**config.mk**
```make
export PLATFORM = sky130hd
export DESIGN_NAME = seq_stream_ctrl_flat
export DESIGN_NICKNAME = d
export VERILOG_FILES = /design/src/rtl/seq_stream_ctrl_pkg.sv /design/src/rtl/seq_stream_ctrl_if.sv /design/src/rtl/seq_stream_ctrl_piso.sv /design/src/rtl/seq_stream_ctrl.sv /design/src/flat_wrapper.sv
export SDC_FILE = /design/constraint.sdc
export NUM_CORES = 1
export LEC_CHECK = 0
export ABC_AREA = 1
export CAP_MARGIN = 10
export CORE_MARGIN = 5
export CORE_UTILIZATION = 54
export CTS_CLUSTER_DIAMETER = 40
export DETAILED_ROUTE_END_ITERATION = 6
export DONT_BUFFER_PORTS = 1
export PLACE_DENSITY_LB_ADDON = 0.1
export SYNTH_ARGS = -nofsm -noshare
export SYNTH_HDL_FRONTEND = slang
export SYNTH_HIERARCHICAL = 1
export SYNTH_SLANG_ARGS = --single-unit
```
**constraint.sdc**
```tcl
create_clock -name clk -period 1.5 [get_ports clk]
set_input_delay 0.3 -clock clk [delete_from_list [all_inputs] [get_ports clk]]
set_output_delay 0.3 -clock clk [all_outputs]
set_load 0.02 [all_outputs]
```
**src/rtl/seq_stream_ctrl_pkg.sv**
```systemverilog
`default_nettype none
// +------------------------------------------------------------------------+
// | Package     : seq_stream_pkg                                            |
// | Description : Shared types and constants for the sequence-detector      |
// |               stream controller (state encoding, hit-total width,       |
// |               hit-count width helper).                                  |
// | Revision    : 1.0  initial release                                      |
// +------------------------------------------------------------------------+
package seq_stream_pkg;

  // Controller states, 3-bit encoding
  typedef enum logic [2:0] {
    ST_INIT  = 3'd0,
    ST_IDLE  = 3'd1,
    ST_CLR   = 3'd2,
    ST_SHIFT = 3'd3,
    ST_DRAIN = 3'd4,
    ST_DONE  = 3'd5
  } state_t;

  // Width of the cumulative hit counter (optional total_hits output)
  localparam int TOTAL_W = 16;

  // Bits needed to count from 0 up to and including width hits
  function automatic int cnt_width(input int width);
    return $clog2(width + 1);
  endfunction

endpackage
`default_nettype wire

```
**src/rtl/seq_stream_ctrl_if.sv**
```systemverilog
`default_nettype none
// +------------------------------------------------------------------------+
// | Interface   : seq_stream_ctrl_if                                        |
// | Description : Word handshake, result and detector-side signals of the   |
// |               stream controller. slave = controller view, master =      |
// |               producer plus detector view. total_hits exists only when  |
// |               SEQ_STREAM_CTRL_TOTAL_EN is defined.                      |
// | Revision    : 1.0  initial release                                      |
// +------------------------------------------------------------------------+
interface seq_stream_ctrl_if #(
  parameter int WIDTH = 8,
  parameter int CNT_W = seq_stream_pkg::cnt_width(WIDTH)
);
  import seq_stream_pkg::*;

  logic [WIDTH-1:0] word_in;
  logic             word_valid;
  logic             clear_det;
  logic             word_ready;
  logic             det_reset;
  logic             det_in;
  logic             det_out;
  logic             busy;
  logic             done;
  logic [WIDTH-1:0] hit_mask;
  logic [CNT_W-1:0] hit_count;
`ifdef SEQ_STREAM_CTRL_TOTAL_EN
  logic [TOTAL_W-1:0] total_hits;

  modport slave (
    input  word_in, word_valid, clear_det, det_out,
    output word_ready, det_reset, det_in, busy, done, hit_mask, hit_count, total_hits
  );
  modport master (
    output word_in, word_valid, clear_det, det_out,
    input  word_ready, det_reset, det_in, busy, done, hit_mask, hit_count, total_hits
  );
`else
  modport slave (
    input  word_in, word_valid, clear_det, det_out,
    output word_ready, det_reset, det_in, busy, done, hit_mask, hit_count
  );
  modport master (
    output word_in, word_valid, clear_det, det_out,
    input  word_ready, det_reset, det_in, busy, done, hit_mask, hit_count
  );
`endif

endinterface
`default_nettype wire

```
**src/rtl/seq_stream_ctrl_piso.sv**
```systemverilog
`default_nettype none
// +------------------------------------------------------------------------+
// | Module      : seq_piso                                                  |
// | Description : WIDTH-bit load / shift-left register, serial MSB out.     |
// |               Zeros shift in from the LSB so the output idles low once  |
// |               the loaded word has been emitted.                         |
// | Revision    : 1.0  initial release                                      |
// +------------------------------------------------------------------------+
module seq_piso #(
  parameter int WIDTH = 8
) (
  input  logic             clk,
  input  logic             rst,
  input  logic             i_load,
  input  logic             i_shift,
  input  logic [WIDTH-1:0] i_din,
  output logic             o_sout
);

  logic [WIDTH-1:0] r_sreg;

  // Load wins over shift; shifting moves the next bit into the MSB position
  always_ff @(posedge clk or posedge rst) begin
    if (rst) begin
      r_sreg <= '0;
    end else if (i_load) begin
      r_sreg <= i_din;
    end else if (i_shift) begin
      r_sreg <= {r_sreg[WIDTH-2:0], 1'b0};
    end
  end

  assign o_sout = r_sreg[WIDTH-1];

endmodule
`default_nettype wire

```
**src/rtl/seq_stream_ctrl.sv**
```systemverilog
`default_nettype none
// +------------------------------------------------------------------------+
// | Module      : seq_stream_ctrl                                           |
// | Description : Accepts words over valid/ready, optionally resets an      |
// |               external Moore sequence detector, streams each word       |
// |               MSB-first into it and collects the per-bit hit mask,      |
// |               hit count and a done pulse.                               |
// |               Optional: SEQ_STREAM_CTRL_TOTAL_EN adds a saturating      |
// |               16-bit cumulative hit total.                              |
// | Revision    : 1.0  initial release                                      |
// +------------------------------------------------------------------------+
module seq_stream_ctrl
  import seq_stream_pkg::*;
#(
  parameter int WIDTH = 8,
  parameter int CNT_W = cnt_width(WIDTH)
) (
  input  logic               clk,
  input  logic               reset,
  seq_stream_ctrl_if.slave   bus
);

  state_t           r_state;
  logic [WIDTH-1:0] r_word;
  logic             r_word_ready;
  logic             r_det_reset;
  logic             r_busy;
  logic             r_done;
  logic [WIDTH-1:0] r_hit_mask;
  logic [CNT_W-1:0] r_hit_count;
  logic [CNT_W-1:0] r_bitcnt;

  logic             w_accept;
  logic             w_piso_load;
  logic             w_piso_shift;
  logic [WIDTH-1:0] w_piso_data;
  logic             w_piso_sout;

  // word_ready is registered high exactly in IDLE, so the accept needs only the state
  assign w_accept     = (r_state == ST_IDLE) && bus.word_valid;
  // Without a detector clear the word is loaded straight away; with one it is
  // loaded while the detector sits in reset so det_in stays low during CLR.
  assign w_piso_load  = (w_accept && !bus.clear_det) || (r_state == ST_CLR);
  assign w_piso_data  = (r_state == ST_CLR) ? r_word : bus.word_in;
  assign w_piso_shift = (r_state == ST_SHIFT);

  seq_piso #(
    .WIDTH   (WIDTH)
  ) u_piso (
    .clk     (clk),
    .rst     (reset),
    .i_load  (w_piso_load),
    .i_shift (w_piso_shift),
    .i_din   (w_piso_data),
    .o_sout  (w_piso_sout)
  );

  // Sequencer: walks the word through the detector and shifts each Moore
  // result (one cycle behind its input bit) into the mask from the LSB side
  always_ff @(posedge clk or posedge reset) begin
    if (reset) begin
      r_state      <= ST_INIT;
      r_word       <= '0;
      r_word_ready <= 1'b0;
      r_det_reset  <= 1'b1;
      r_busy       <= 1'b0;
      r_done       <= 1'b0;
      r_hit_mask   <= '0;
      r_hit_count  <= '0;
      r_bitcnt     <= '0;
    end else begin
      case (r_state)
        ST_INIT: begin
          r_det_reset  <= 1'b0;
          r_word_ready <= 1'b1;
          r_state      <= ST_IDLE;
        end
        ST_IDLE: begin
          if (bus.word_valid) begin
            r_word       <= bus.word_in;
            r_hit_mask   <= '0;
            r_hit_count  <= '0;
            r_bitcnt     <= '0;
            r_busy       <= 1'b1;
            r_word_ready <= 1'b0;
            if (bus.clear_det) begin
              r_det_reset <= 1'b1;
              r_state     <= ST_CLR;
            end else begin
              r_state     <= ST_SHIFT;
            end
          end
        end
        ST_CLR: begin
          r_det_reset <= 1'b0;
          r_state     <= ST_SHIFT;
        end
        ST_SHIFT: begin
          // Cycle 0 has no result yet; later cycles see the previous bit's output
          if (r_bitcnt != '0) begin
            r_hit_mask  <= {r_hit_mask[WIDTH-2:0], bus.det_out};
            r_hit_count <= r_hit_count + CNT_W'(bus.det_out);
          end
          if (r_bitcnt == CNT_W'(WIDTH - 1)) begin
            r_state <= ST_DRAIN;
          end
          r_bitcnt <= r_bitcnt + CNT_W'(1);
        end
        ST_DRAIN: begin
          r_hit_mask  <= {r_hit_mask[WIDTH-2:0], bus.det_out};
          r_hit_count <= r_hit_count + CNT_W'(bus.det_out);
          r_busy      <= 1'b0;
          r_done      <= 1'b1;
          r_state     <= ST_DONE;
        end
        ST_DONE: begin
          r_done       <= 1'b0;
          r_word_ready <= 1'b1;
          r_state      <= ST_IDLE;
        end
        default: begin
          r_det_reset  <= 1'b1;
          r_word_ready <= 1'b0;
          r_busy       <= 1'b0;
          r_done       <= 1'b0;
          r_state      <= ST_INIT;
        end
      endcase
    end
  end

  assign bus.word_ready = r_word_ready;
  assign bus.det_reset  = r_det_reset;
  assign bus.det_in     = w_piso_sout;
  assign bus.busy       = r_busy;
  assign bus.done       = r_done;
  assign bus.hit_mask   = r_hit_mask;
  assign bus.hit_count  = r_hit_count;

`ifdef SEQ_STREAM_CTRL_TOTAL_EN
  logic [TOTAL_W-1:0] r_total;
  logic [TOTAL_W:0]   w_total_sum;

  // One spare bit catches the carry that signals saturation
  assign w_total_sum = {1'b0, r_total} + (TOTAL_W + 1)'(r_hit_count);

  // Accumulate the finished word's count while its done pulse is high
  always_ff @(posedge clk or posedge reset) begin
    if (reset) begin
      r_total <= '0;
    end else if (r_state == ST_DONE) begin
      r_total <= w_total_sum[TOTAL_W] ? {TOTAL_W{1'b1}} : w_total_sum[TOTAL_W-1:0];
    end
  end

  assign bus.total_hits = r_total;
`endif

endmodule
`default_nettype wire

```
**src/flat_wrapper.sv**
```systemverilog
// flat-port wrapper written by rule: the top's interface ports become plain ports
module seq_stream_ctrl_flat import seq_stream_pkg::*;
#(
  parameter int WIDTH = 8,
  parameter int CNT_W = cnt_width(WIDTH)
)
  (clk, reset, bus_word_in, bus_word_valid, bus_clear_det, bus_det_out, bus_word_ready, bus_det_reset, bus_det_in, bus_busy, bus_done, bus_hit_mask, bus_hit_count);
  seq_stream_ctrl_if #(.WIDTH(WIDTH), .CNT_W(CNT_W)) bus_i ();
  input  logic clk;
  input  logic reset;
  input wire logic [$bits(bus_i.word_in)-1:0] bus_word_in;
  input wire logic [$bits(bus_i.word_valid)-1:0] bus_word_valid;
  input wire logic [$bits(bus_i.clear_det)-1:0] bus_clear_det;
  input wire logic [$bits(bus_i.det_out)-1:0] bus_det_out;
  output wire logic [$bits(bus_i.word_ready)-1:0] bus_word_ready;
  output wire logic [$bits(bus_i.det_reset)-1:0] bus_det_reset;
  output wire logic [$bits(bus_i.det_in)-1:0] bus_det_in;
  output wire logic [$bits(bus_i.busy)-1:0] bus_busy;
  output wire logic [$bits(bus_i.done)-1:0] bus_done;
  output wire logic [$bits(bus_i.hit_mask)-1:0] bus_hit_mask;
  output wire logic [$bits(bus_i.hit_count)-1:0] bus_hit_count;
  assign bus_i.word_in = bus_word_in;
  assign bus_i.word_valid = bus_word_valid;
  assign bus_i.clear_det = bus_clear_det;
  assign bus_i.det_out = bus_det_out;
  assign bus_word_ready = bus_i.word_ready;
  assign bus_det_reset = bus_i.det_reset;
  assign bus_det_in = bus_i.det_in;
  assign bus_busy = bus_i.busy;
  assign bus_done = bus_i.done;
  assign bus_hit_mask = bus_i.hit_mask;
  assign bus_hit_count = bus_i.hit_count;
  seq_stream_ctrl #(.WIDTH(WIDTH), .CNT_W(CNT_W)) u_core (.clk(clk), .reset(reset), .bus(bus_i));
endmodule
```
======== After elaboration in Yosys (flattened, before gate mapping) ========
Cells that the tools add are included.
operators by class
  bitwise operators ....................... 3
  add/sub/neg operators ................... 2
  mux-type cells .......................... 22
  equality and inequality tests ........... 10
  reductions and logical operators ........ 22
operators with widths
  operator                                                                 count
  8-bit 2-to-1 mux                                                         5
  8-bit case mux with 3 select lines                                       1
  3-bit case mux with 5 select lines                                       1
  4-bit case mux with 3 select lines                                       1
  2-bit AND reduction                                                      5
  4-bit 2-to-1 mux                                                         2
  4-bit case mux with 2 select lines                                       1
  4-bit OR reduction                                                       2
  3-bit by 2-bit equality test with 1-bit output, second input constant    2
  3-bit equality test, second input constant                               2
  3-bit 2-to-1 mux                                                         2
  1-bit case mux with 3 select lines                                       2
  3-bit AND reduction                                                      2
  3-bit OR reduction                                                       2
  1-bit 2-to-1 mux                                                         5
  4-bit by 1-bit adder with 4-bit output                                   1
  4-bit by 1-bit adder with 4-bit output, second input constant            1
  4-bit by 3-bit equality test with 1-bit output, second input constant    1
  2-bit by 1-bit inequality test with 1-bit output, second input constant  2
  2-bit inequality test, second input constant                             2
  1-bit case mux with 2 select lines                                       2
  2-bit nonzero test                                                       2
  4-bit nonzero test                                                       1
  2-bit OR reduction                                                       2
  7 further kinds                                                          10
word-level totals
  bits of input ports ..................... 13
  bits in registers ....................... 39
  logic and storage cells ................. 69
  output and inout port bits .............. 17

======== Longest topological paths before layout ========
  word-level depth ........................ 5
  gate-level depth with buffers ........... 9
  depth with buffers taken out ............ 8

======== By module ========
The synthesis kept the hierarchy.
by module, submodules not included
  module           area each (µm²)  cells each  times used  seq. area each (µm²)
  seq_stream_ctrl  1,557.7          189         1           777.0
  seq_piso         380.4            44          1           200.2

======== Least setup slack after synthesis ========
Ideal clock, no wire load.
  path kind ............................... reg2reg
  from .................................... reg u_core.r_state[0]
  to ...................................... reg u_core.u_piso.r_sreg[1]
  arrival ................................. 1,419 ps
  period minus slack after synthesis ...... 1,543 ps
  data required time ...................... 1,376 ps
  stages on the path, launching flop included .. 10
  path slack .............................. -43 ps
  path buffers ............................ 2
  setup time .............................. 124 ps
  cell sequence ........................... dfrtp_1 inv_2 nor2_2 nand3_1 buf_2 o21ai_0 buf_6 inv_2 nand3_1 nand3_1
between the ends
  longest elaborated chain between the ends .. 5
  elaborated cells on any way between the ends .. 9
  those cells by class .................... eq/ne (3); mux (2); reduce/logical (4)
ends and longest elaborated chain
  item                                                           RTL line                    RTL
  from (decl)                                                    seq_stream_ctrl.sv:23       state_t r_state;
  from (signal assigned)                                         seq_stream_ctrl.sv:62       r_state <= ST_INIT;
  from (signal assigned)                                         seq_stream_ctrl.sv:76       r_state <= ST_IDLE;
  from (signal assigned)                                         seq_stream_ctrl.sv:88       r_state <= ST_CLR;
  3-bit by 1-bit equality test with 1-bit output                 seq_stream_ctrl.sv:40       assign w_accept = (r_state == ST_IDLE) && bus.word_valid;
  1-bit logical AND                                              seq_stream_ctrl.sv:40
  1-bit logical AND                                              seq_stream_ctrl.sv:43       assign w_piso_load = (w_accept && !bus.clear_det) || (r_state == ST_CLR);
  1-bit logical OR (*)                                           seq_stream_ctrl.sv:43
  named net u_core.w_piso_load                                   seq_stream_ctrl.sv:34       logic w_piso_load;
  8-bit 2-to-1 mux / 2-bit nonzero test (equally long branches)  -
  to (signal assigned)                                           seq_stream_ctrl_piso.sv:27  r_sreg <= i_din;
  to (signal assigned)                                           seq_stream_ctrl_piso.sv:29  r_sreg <= {r_sreg[WIDTH-2:0], 1'b0};
  to (decl)                                                      seq_stream_ctrl_piso.sv:20  logic [WIDTH-1:0] r_sreg;
The timed path passes the listed nets; every way through them passes the cells marked *.
A chain may end at the register's enable or synchronous reset.

======== Worst setup path after layout ========
  from .................................... reg u_core.r_state[1]
  to ...................................... reg u_core.r_hit_mask[0], in the netlist u_core/bus.hit_mask[0]
between the ends
  longest elaborated chain between the ends .. 3
  elaborated cells on any way between the ends .. 8
  those cells by class .................... eq/ne (5); mux (1); reduce/logical (2)
ends and longest elaborated chain
  item                                                                                RTL line                RTL
  3-bit by 2-bit equality test with 1-bit output (tied with other cells)              seq_stream_ctrl.sv:72   case (r_state)
  2-bit by 1-bit inequality test with 1-bit output (no line) (tied with other cells)  -
  3-bit AND reduction (no line)                                                       -
  to (signal assigned)                                                                seq_stream_ctrl.sv:101  r_hit_mask <= {r_hit_mask[WIDTH-2:0], bus.det_out};
  to (signal assigned)                                                                seq_stream_ctrl.sv:110  r_hit_mask <= {r_hit_mask[WIDTH-2:0], bus.det_out};
  to (decl)                                                                           seq_stream_ctrl.sv:29   logic [WIDTH-1:0] r_hit_mask;
Parallel ways exist; a longest one is shown, timed or not.

==> metrics.yaml <==
outcome:
  status: "finished clean"
drt:
  drtAntennaViolNets: 0
  wl_met3_um: 276
  top_layer: "met4"
  wl_met1_um: 1710
  met2_length_um: 1970
  vias_per_cell: 5.35
  wl_per_cell_um: 13.7
  drtIter0Drc: 92
  wl_um: 4000
  drc_errors: 0
  num_vias: 1556
  drtPass1Iterations: 4
synth:
  yosysSeqAreaShare_pct: 50.4
  synth_cell_types: 22
  postSynthRegisterBits: 39
  synth_flop_cell: "dfrtp_1"
  async_flop_share_pct: 100
  avgSynthCellArea_um2: 8.32
  netlist_top_cells_area: "dfrtp_1, nand2_1, nand3_1"
  syn-num-nets: 250
  synth_warnings: 6
  yosys.area.top_type: "dfrtp_1"
  netlist_instances: 233
  synth_top_area_share_pct: 49.1
  synth_enable_flop_cells: 0
  synthesis.area_um2: 1940
setup_path:
  path_common_cell: "nand2_1"
  required_ps: 1740
  cp-end-kind: "register"
  critical_path.endpoint: "u_core/bus.hit_mask[0]"
  cp_num_buf_inv: 2
  r2r_start: "u_core/r_state[1]"
  critPathLaunchType: "register"
  crit_family: "simple AND/OR/NAND/NOR gates"
  worst-path-stages: 7
  worstRegToRegCells: 7
  critical_path_class: "reg -> reg"
  r2r_end: "u_core/bus.hit_mask[0]"
  critPathMaxFanout: 12
  crit_arrival_ps: 1630
  rrSetupSlack_ps: 110
  path_cells: "buf_4 > inv_2 > nand3_1 > nand2_2 > nand3_4 > nand2_1 > nand2_1"
  crit_start: "u_core/r_state[1]"
  cpPeakStageDelay_ps: 400
  cp_slowest_cell: "dfrtp_1"
global_route:
  overflow: 0
  antenna_found_initial: 0
  grt_max_degree: 32
  grt_pass1_vias: 1526
  grt_pass1_wl_um: 7180
  grtUsageTotal_pct: 18.2
timing:
  whs_ps: 113
  setup_viol: 0
  hold_viol_final: 0
  worst_slew_pin_slew_ps: 393
  period_share_pct: 92.7
  finalCriticalPeriod_ps: 1390
  fmax_mhz: 719
  fin_setup_tns_ps: 0
  relSlewSlack_pct: 73.8
  timing_max_transition_violations_final: 0
  skew_ps: 8.64
layout:
  n_antenna_cell: 0
  layout_common_cells: "nand2_1, dfrtp_1, nand3_1, inv_1"
  seqCellArea_um2: 977
  fillCellCount: 297
  final_area_um2: 2160
  final_layout_size_suffix_gt1_share_pct: 15.1
  multi_input_area_um2: 838
  areaGrowthSynthToFinish_pct: 11.5
  nNetsFinal: 261
  final_common_cell: "nand2_1"
floorplan:
  die_h_um: 69.9
  coreArea_um2: 3420
  start_util_pct: 56.7
  rows: 21
  die_area_um2: 4890
  ios: 30
  fp.dieW_um: 69.9
clock_network:
  htree_num_levels: 2
  clkLatencyLatePin_ps: 340
  clock_path_buffers: 2
  path_clk_slew_ps: 110
  clkSinkCount: 39
  cts_tree: "yes"
  numCtsBuffers: 5
  cts-root-buf: "clkbuf_4"
place:
  dpl_cell_area_um2: 2040
  place_hpwl_um: 2940
  port_buffers: 0
  gp_congestion: 0.776
flow_run:
  cap_violations: 0
pwr:
  ir_drop_v: 0.00119
  power_density_nw_per_um2: 2180
  leakagePower_uw: 0.00115
worst_hold_path:
  hold_path_class: "in -> reg"
Yosys cell counts, types with 3 or more instances:
master / instances
a21oi_1: 10
buf_2: 5
dfrtp_1: 38
ha_1: 4
inv_1: 19
inv_2: 4
nand2_1: 69
nand2_2: 3
nand3_1: 27
nand4_1: 14
nor2_1: 12
o21ai_0: 15
registers in the layout, summed over array words and instances (netlist names):
name                   cells
u_core/bus.hit_count       4
u_core/u_piso/r_sreg       8
u_core/bus.word_ready      1
u_core/bus.hit_mask        8
u_core/bus.busy            1
u_core/r_bitcnt            4
u_core/bus.det_reset       1
u_core/bus.done            1
u_core/r_word              8
u_core/r_state             3
worst min-delay path by stage:
stage                    from                      end  slack (ps)  cells after the start
4_1_cts        bus_word_in[3]         u_core/r_word[3]         100                      2
3_5_place_dp            reset  u_core/u_piso/r_sreg[4]         150                      1
5_1_grt        bus_word_in[3]         u_core/r_word[3]         100                      2
6_report          bus_det_out   u_core/bus.hit_mask[0]         110                      2
3_3_place_gp            reset  u_core/u_piso/r_sreg[3]         140                      1
2_1_floorplan           reset  u_core/u_piso/r_sreg[0]         120                      1
area by class of cell:
class                           instances  area share [%]
Multi-Input combinational cell        162            38.8
Timing Repair Buffer                   13            5.21
Clock buffer                            6            2.37
Clock inverter                          2            1.62
Tap cell                               46            2.66
Sequential cell                        39            45.2
Inverter                               23            4.11
kinds of logic after synthesis:
logic type | count (synthesis) | synth area share (%)
buf+inv | 32 | 7.68
flops | 39 | 50.4
simple gates | 131 | 32.0
xor+xnor | 1 | 0.452
compound gates | 26 | 6.84
fa+ha+maj | 4 | 2.58
through the flow:
stage                     utilization (%)  std cells  power, uW  setup slack (ps)
after floorplan                         -        233       3430              10.8
after global placement               59.6        282       3820              77.4
after detailed placement             59.6        282       3930              18.4
after CTS                            62.4        291       4680              5.28
after global routing                 63.3        291       5120             -5.99
final                                63.3        291       4710               110
layer usage:
layer	vias up	global-route usage (%)
met3	4	6.60
met1	723	21.8
met4	0	5.74
li1	787	-
met5	-	0
met2	42	30.5
power by group:
| part | leakage, uW | switching [uW] | internal, uW | total, uW |
|---|---|---|---|---|
| Clock | 0.0000482 | 328 | 394 | 722 |
| Sequential | 0.000498 | 412 | 1470 | 1890 |
| Combinational | 0.000608 | 1340 | 762 | 2100 |
what timing repair did:
action,in CTS,in global routing
hold buffers,1,0
setup endpoints to repair,0,20
buffers inserted,0,0
endpoints found under the hold margin,38,0
resized for setup,0,7
No activity file was read; power rests on OpenSTA's default activity.
